`src/rtl/mem_port_arbiter_pkg.sv`:
```
// Shared encodings for the IF/MEM unified-memory port arbiter.
package mem_port_arbiter_pkg;

  typedef enum logic [1:0] {
    ST_IDLE = 2'd0,
    ST_IF   = 2'd1,
    ST_MEM  = 2'd2
  } state_e;

  localparam logic [1:0] SZ_BYTE  = 2'b00;
  localparam logic [1:0] SZ_HALF  = 2'b01;
  localparam logic [1:0] SZ_WORD  = 2'b10;

  localparam logic       RW_READ  = 1'b0;
  localparam logic       RW_WRITE = 1'b1;

  // Counter width able to hold n, never narrower than one bit.
  function automatic int cnt_width(input int n);
    return (n < 1) ? 1 : $clog2(n + 1);
  endfunction

endpackage

```
`src/rtl/mem_port_arbiter_wait_counter.sv`:
```
// Loadable down-counter with a zero flag; tracks the remaining RAM wait states.
module wait_counter #(
  parameter int W = 1
) (
  input  logic         i_clk,
  input  logic         i_rst_n,
  input  logic         i_load,
  input  logic [W-1:0] i_load_val,
  input  logic         i_dec,
  output logic         o_zero
);

  logic [W-1:0] r_cnt;

  always_ff @(posedge i_clk or negedge i_rst_n) begin
    if (!i_rst_n) begin
      r_cnt <= '0;
    end else if (i_load) begin
      r_cnt <= i_load_val;
    end else if (i_dec && (r_cnt != '0)) begin
      r_cnt <= r_cnt - 1'b1;
    end
  end

  assign o_zero = (r_cnt == '0);

endmodule

```
`src/rtl/mem_port_arbiter.sv`:
```
// Arbitrates one fixed-latency single-ported RAM between instruction fetch and load/store,
// with MEM priority bounded by a starvation limit for IF.
module mem_port_arbiter
  import mem_port_arbiter_pkg::*;
#(
  parameter int ADDR_W       = 32,
  parameter int DATA_W       = 32,
  parameter int WAIT_CYCLES  = 1,
  parameter int STARVE_LIMIT = 4
) (
  input  logic              i_clk,
  input  logic              i_rst_n,
  input  logic              i_if_req,
  input  logic [ADDR_W-1:0] i_if_addr,
  input  logic              i_if_flush,
  output logic [DATA_W-1:0] o_if_rdata,
  output logic              o_if_ack,
  output logic              o_if_stall,
  input  logic              i_mem_req,
  input  logic              i_mem_rw,
  input  logic [1:0]        i_mem_size,
  input  logic [ADDR_W-1:0] i_mem_addr,
  input  logic [DATA_W-1:0] i_mem_wdata,
  output logic [DATA_W-1:0] o_mem_rdata,
  output logic              o_mem_ack,
  output logic              o_mem_stall,
  output logic              o_ram_en,
  output logic              o_ram_rw,
  output logic [1:0]        o_ram_size,
  output logic [ADDR_W-1:0] o_ram_addr,
  output logic [DATA_W-1:0] o_ram_wdata,
  input  logic [DATA_W-1:0] i_ram_rdata
);

  localparam int CNT_W = cnt_width(WAIT_CYCLES);
  localparam int SC_W  = cnt_width(STARVE_LIMIT);
  localparam logic [CNT_W-1:0] WAIT_LD    = CNT_W'(WAIT_CYCLES);
  localparam logic [SC_W-1:0]  STARVE_MAX = SC_W'(STARVE_LIMIT);

  state_e            r_state;
  state_e            w_state_nxt;
  logic [SC_W-1:0]   r_starve;
  logic              r_rw;
  logic [1:0]        r_size;
  logic [ADDR_W-1:0] r_addr;
  logic [DATA_W-1:0] r_wdata;

  logic w_busy;
  logic w_zero;
  logic w_if_ack;
  logic w_mem_ack;
  logic w_if_abort;
  logic w_arb;
  logic w_starved;
  logic w_grant_if;
  logic w_grant_mem;

  assign w_busy     = (r_state != ST_IDLE);
  assign w_if_abort = (r_state == ST_IF) && i_if_flush;
  assign w_if_ack   = (r_state == ST_IF) && w_zero && !i_if_flush;
  assign w_mem_ack  = (r_state == ST_MEM) && w_zero;
  // An aborted fetch frees the port on the same edge, so it is an arbitration point too.
  assign w_arb      = (r_state == ST_IDLE) || w_if_ack || w_mem_ack || w_if_abort;
  assign w_starved  = (STARVE_LIMIT != 0) && (r_starve == STARVE_MAX);

  always_comb begin
    w_state_nxt = r_state;
    w_grant_if  = 1'b0;
    w_grant_mem = 1'b0;
    if (w_arb) begin
      if (!i_if_flush && i_if_req && w_starved) begin
        w_grant_if = 1'b1;
      end else if (i_mem_req) begin
        w_grant_mem = 1'b1;
      end else if (!i_if_flush && i_if_req) begin
        w_grant_if = 1'b1;
      end
      if (w_grant_if) begin
        w_state_nxt = ST_IF;
      end else if (w_grant_mem) begin
        w_state_nxt = ST_MEM;
      end else begin
        w_state_nxt = ST_IDLE;
      end
    end
  end

  always_ff @(posedge i_clk or negedge i_rst_n) begin
    if (!i_rst_n) begin
      r_state <= ST_IDLE;
    end else begin
      r_state <= w_state_nxt;
    end
  end

  always_ff @(posedge i_clk or negedge i_rst_n) begin
    if (!i_rst_n) begin
      r_rw    <= RW_READ;
      r_size  <= SZ_BYTE;
      r_addr  <= '0;
      r_wdata <= '0;
    end else if (w_grant_if) begin
      r_rw    <= RW_READ;
      r_size  <= SZ_WORD;
      r_addr  <= i_if_addr;
      r_wdata <= '0;
    end else if (w_grant_mem) begin
      r_rw    <= i_mem_rw;
      r_size  <= i_mem_size;
      r_addr  <= i_mem_addr;
      r_wdata <= i_mem_wdata;
    end
  end

  always_ff @(posedge i_clk or negedge i_rst_n) begin
    if (!i_rst_n) begin
      r_starve <= '0;
    end else if (!i_if_req || w_grant_if) begin
      r_starve <= '0;
    end else if (w_grant_mem && (r_starve != STARVE_MAX)) begin
      r_starve <= r_starve + 1'b1;
    end
  end

  wait_counter #(
    .W (CNT_W)
  ) u_wait_counter (
    .i_clk      (i_clk),
    .i_rst_n    (i_rst_n),
    .i_load     (w_grant_if || w_grant_mem),
    .i_load_val (WAIT_LD),
    .i_dec      (w_busy && !w_zero),
    .o_zero     (w_zero)
  );

  assign o_ram_en    = w_busy;
  assign o_ram_rw    = w_busy ? r_rw    : 1'b0;
  assign o_ram_size  = w_busy ? r_size  : 2'b00;
  assign o_ram_addr  = w_busy ? r_addr  : '0;
  assign o_ram_wdata = w_busy ? r_wdata : '0;

  assign o_if_ack    = w_if_ack;
  assign o_mem_ack   = w_mem_ack;
  assign o_if_rdata  = w_if_ack ? i_ram_rdata : '0;
  assign o_mem_rdata = (w_mem_ack && (r_rw == RW_READ)) ? i_ram_rdata : '0;

  // Stalls are qualified by reset so every output reads 0 while reset is held.
  assign o_if_stall  = i_rst_n && i_if_req && !w_if_ack;
  assign o_mem_stall = i_rst_n && i_mem_req && !w_mem_ack;

endmodule

```
`config.mk`:
```
export PLATFORM = sky130hd
export DESIGN_NAME = mem_port_arbiter
export DESIGN_NICKNAME = d
export VERILOG_FILES = /design/src/rtl/mem_port_arbiter_pkg.sv /design/src/rtl/mem_port_arbiter_wait_counter.sv /design/src/rtl/mem_port_arbiter.sv
export SDC_FILE = /design/constraint.sdc
export NUM_CORES = 1
export LEC_CHECK = 0
export BUFFER_PORTS_ARGS = -buffer_cell sky130_fd_sc_hd__buf_4
export CAP_MARGIN = 0
export CELL_PAD_IN_SITES_DETAIL_PLACEMENT = 1
export CELL_PAD_IN_SITES_GLOBAL_PLACEMENT = 1
export CORE_ASPECT_RATIO = 0.7
export CORE_MARGIN = 3
export CORE_UTILIZATION = 31
export CTS_CLUSTER_SIZE = 8
export DETAILED_ROUTE_END_ITERATION = 10
export PLACE_DENSITY_LB_ADDON = 0.15
export SKIP_LAST_GASP = 1
export SYNTH_ARGS = -nofsm -noshare
export SYNTH_HDL_FRONTEND = slang
export SYNTH_SLANG_ARGS = --single-unit
```
`constraint.sdc`:
```
create_clock -name i_clk -period 3.2 [get_ports i_clk]
set_input_delay 0.8 -clock i_clk [delete_from_list [all_inputs] [get_ports i_clk]]
set_output_delay 0.8 -clock i_clk [all_outputs]
set_load 0.1 [all_outputs]
```
==> metrics.csv <==
stage,metric,value,unit
cells_and_area,final_cell_area,6335,µm²
cells_and_area,final_cells,830,
logic_synthesis,syn_avg_cell_area,9.341,µm²
cts,cts_tree,built,
critical_path,startpoint_type,register,
timing,hold_violations,0,
die,ios,272,
cts,post_cts_resized,0,
placed_design,pre_cts_slack,0.4389,ns
timing,final-setup-viol-count,0,
cts,clock_sinks,73,
timing,min_period_over_period,0.8811,
critical_path,critPathKind,register to output pin,
logic_synthesis,ys_seq_area_frac,0.4817,
critical_path,crit_path_end_kind,output pin,
cells_and_area,fillers,1395,
cts,cts-root-buf,clkbuf_16,
global_route,grt_pass1_vias,4373,
timing,slew_headroom,0.4525,
die,rows,33,
cts,clkLatencyLatePin,0.33,ns
die,dieWidth,138.2,µm
global_route,antenna_found_initial,0,
global_route,grt_usage,0.2230,
timing,skew,0.008812,ns
drt,drt_pass1_iterations,4,
hold_path,hold_class,input pin to asynchronous set/reset pin,
timing,setup_slack,0.3804,ns
timing,rsz0062_at_grt,false,
status,status,finished clean,
placed_design,portBuffers,271,
die,start_util,0.3211,
cts,postCtsSetupBuffers,0,
drt,viasPerCell,4.820,
run,max_cap_violations,0,
timing,worstMarginPinSlew,0.8212,ns
drt,drtIter0Drc,161,
logic_synthesis,synth_area,3792,µm²
timing,final_max_slew_viol_count,0,
placed_design,dpl.cell_count,814,
cts,cts_buffer_depth,2,
global_route,grt_pass1_wl,24.43,mm
timing,fmax,0.3547,GHz
drt,routed_wirelength,15.18,mm
drt,routed-via-count,4001,
critical_path,arrival,2.02,ns
logic_synthesis,ys_types,31,
cts,numCtsBuffers,9,
global_route,grt_overflow,0,
placed_design,gp_congestion,0.7483,
die,coreArea,11810,µm²
die,die_h,98.54,µm
cells_and_area,multi_input_area,1836,µm²
die,die-area,13620,µm²
cts,cts.htree.levels,3,
critical_path,critPathMaxFanout,24,
cells_and_area,regArea,1827,µm²
cells_and_area,syn2layout_area_growth,67.04,%
drt,avgRoutedWirePerCell,18.29,µm
global_route,grt_max_degree,53,
cells_and_area,antennaDiodeCount,0,
cells_and_area,drive_gt1_frac,0.4621,
drt,drc_errors,0,
logic_synthesis,ys_ff_latch,73,
critical_path,crit_required,2.40,ns
cts,hold_buffers,0,
timing,fin_crit,2.820,ns
placed_design,place_area,5998,µm²
placed_design,dp_hpwl,11.59,mm
cts,clk_pin_slew,0.06,ns
drt,ant_nets,0,
cells_and_area,nets,806,
logic_synthesis,synth_nets,544,
logic_synthesis,synth_cells,406,
logic_synthesis,ys_warn_count,0,
==> critical path: stages, from the launching register on <==
cell and delay (ns):
dfrtp_1 0.45, or2_2 0.43, buf_4 0.32, and2_1 0.19, buf_4 0.30
==> area by class of cell <==
class	count	area share
Tap cell	157	0.03101
Multi-Input combinational cell	296	0.2897
Clock buffer	11	0.03674
Clock inverter	5	0.01639
Inverter	6	0.003555
Timing Repair Buffer	282	0.3342
Sequential cell	73	0.2884
==> per-stage QoR <==
step | hold WS [ns] | TNS [ns] | utilization
after global placement | 0.4648 | 0 | 0.5079
after global routing | 0.3695 | 0 | 0.5364
final | 0.3617 | 0 | 0.5364
after CTS | 0.3596 | 0 | 0.5364
after floorplan | 0.4516 | -0.2334 | -
after detailed placement | 0.4751 | 0 | 0.5079
==> sequential cells by signal (all words and copies together), names as in the netlist <==
name and count:
r_addr 32, r_wdata 32, r_starve 3, r_size 2, r_state 2, r_rw 1, u_wait_counter.r_cnt 1
==> worst paths after layout <==
| path | start | depth (start not counted) | end | slack [ns] |
|---|---|---|---|---|
| setup / recovery | r_state[1]$_DFFE_PN0P_ | 4 | o_ram_wdata[31] | 0.38 |
| hold / removal | i_rst_n | 1 | r_addr[24]$_DFFE_PN0P_ | 0.36 |
| setup reg to reg | u_wait_counter.r_cnt$_DFFE_PN0P_ | 4 | r_wdata[27]$_DFFE_PN0P_ | 0.98 |
| hold reg to reg | r_wdata[10]$_DFFE_PN0P_ | 1 | r_wdata[10]$_DFFE_PN0P_ | 0.49 |
| max in group asynchronous | i_rst_n | 2 | r_wdata[31]$_DFFE_PN0P_ | 1.87 |
| min in group i_clk | r_wdata[10]$_DFFE_PN0P_ | 1 | r_wdata[10]$_DFFE_PN0P_ | 0.49 |
==> cells in the mapped netlist, drive strengths merged <==
library cell	instances	area, µm²
a211oi	1	7.510
a21bo	1	10.01
a221o	1	10.01
a22o	34	297.8
and2	131	819.5
and3	1	6.260
and4	1	8.760
buf	10	57.55
clkbuf	21	78.83
dfrtp	73	1827
ha	2	25.02
inv	6	22.52
mux2i	1	10.01
nand2	6	22.52
nand3b	1	11.26
nand4	4	25.02
nand4b	1	8.760
nor2	69	259.0
nor2b	1	6.260
nor3	1	5.000
nor4b	1	15.01
o211a	1	10.01
o211ai	1	12.51
o21ai	3	18.76
o22a	1	8.760
o22ai	31	193.9
or2	1	6.260
xnor2	1	8.760
==> cell families after synthesis <==
logic type                 after synthesis  synth area share
DFF                                     73            0.4817
and+or+nand+nor                        218            0.3147
AOI/OAI and AO/OA                       74            0.1501
buffers and inverters                   37           0.04190
xor gates and xnor gates                 1          0.002310
adders and majority gates                2          0.006597
muxes                                    1          0.002639
==> placed cells by master (no fill, tap or decap), types with 2 or more instances in the layout <==
master | netlist | routed
buf_4 | 3 | 282
and2_1 | 131 | 124
dfrtp_1 | 73 | 73
nor2_1 | 69 | 68
a22o_1 | 34 | 34
o22ai_1 | 31 | 31
clkbuf_16 | 0 | 9
and2_2 | 0 | 7
inv_1 | 6 | 6
nand2_1 | 6 | 6
nand4_1 | 4 | 4
bufinv_16 | 0 | 3
ha_1 | 2 | 2
clkbuf_1 | 21 | 2
==> per-layer routing <==
layer  GRT usage  share of wire  wire length (µm)
met5           0              0                 0
met4     0.05087          0.011               173
met3     0.08244          0.078              1179
met2      0.3673           0.49              7404
met1      0.2827           0.42              6420
Power is not shown: default switching activity piles up to over one toggle a cycle in this logic, so the estimate is an artifact.
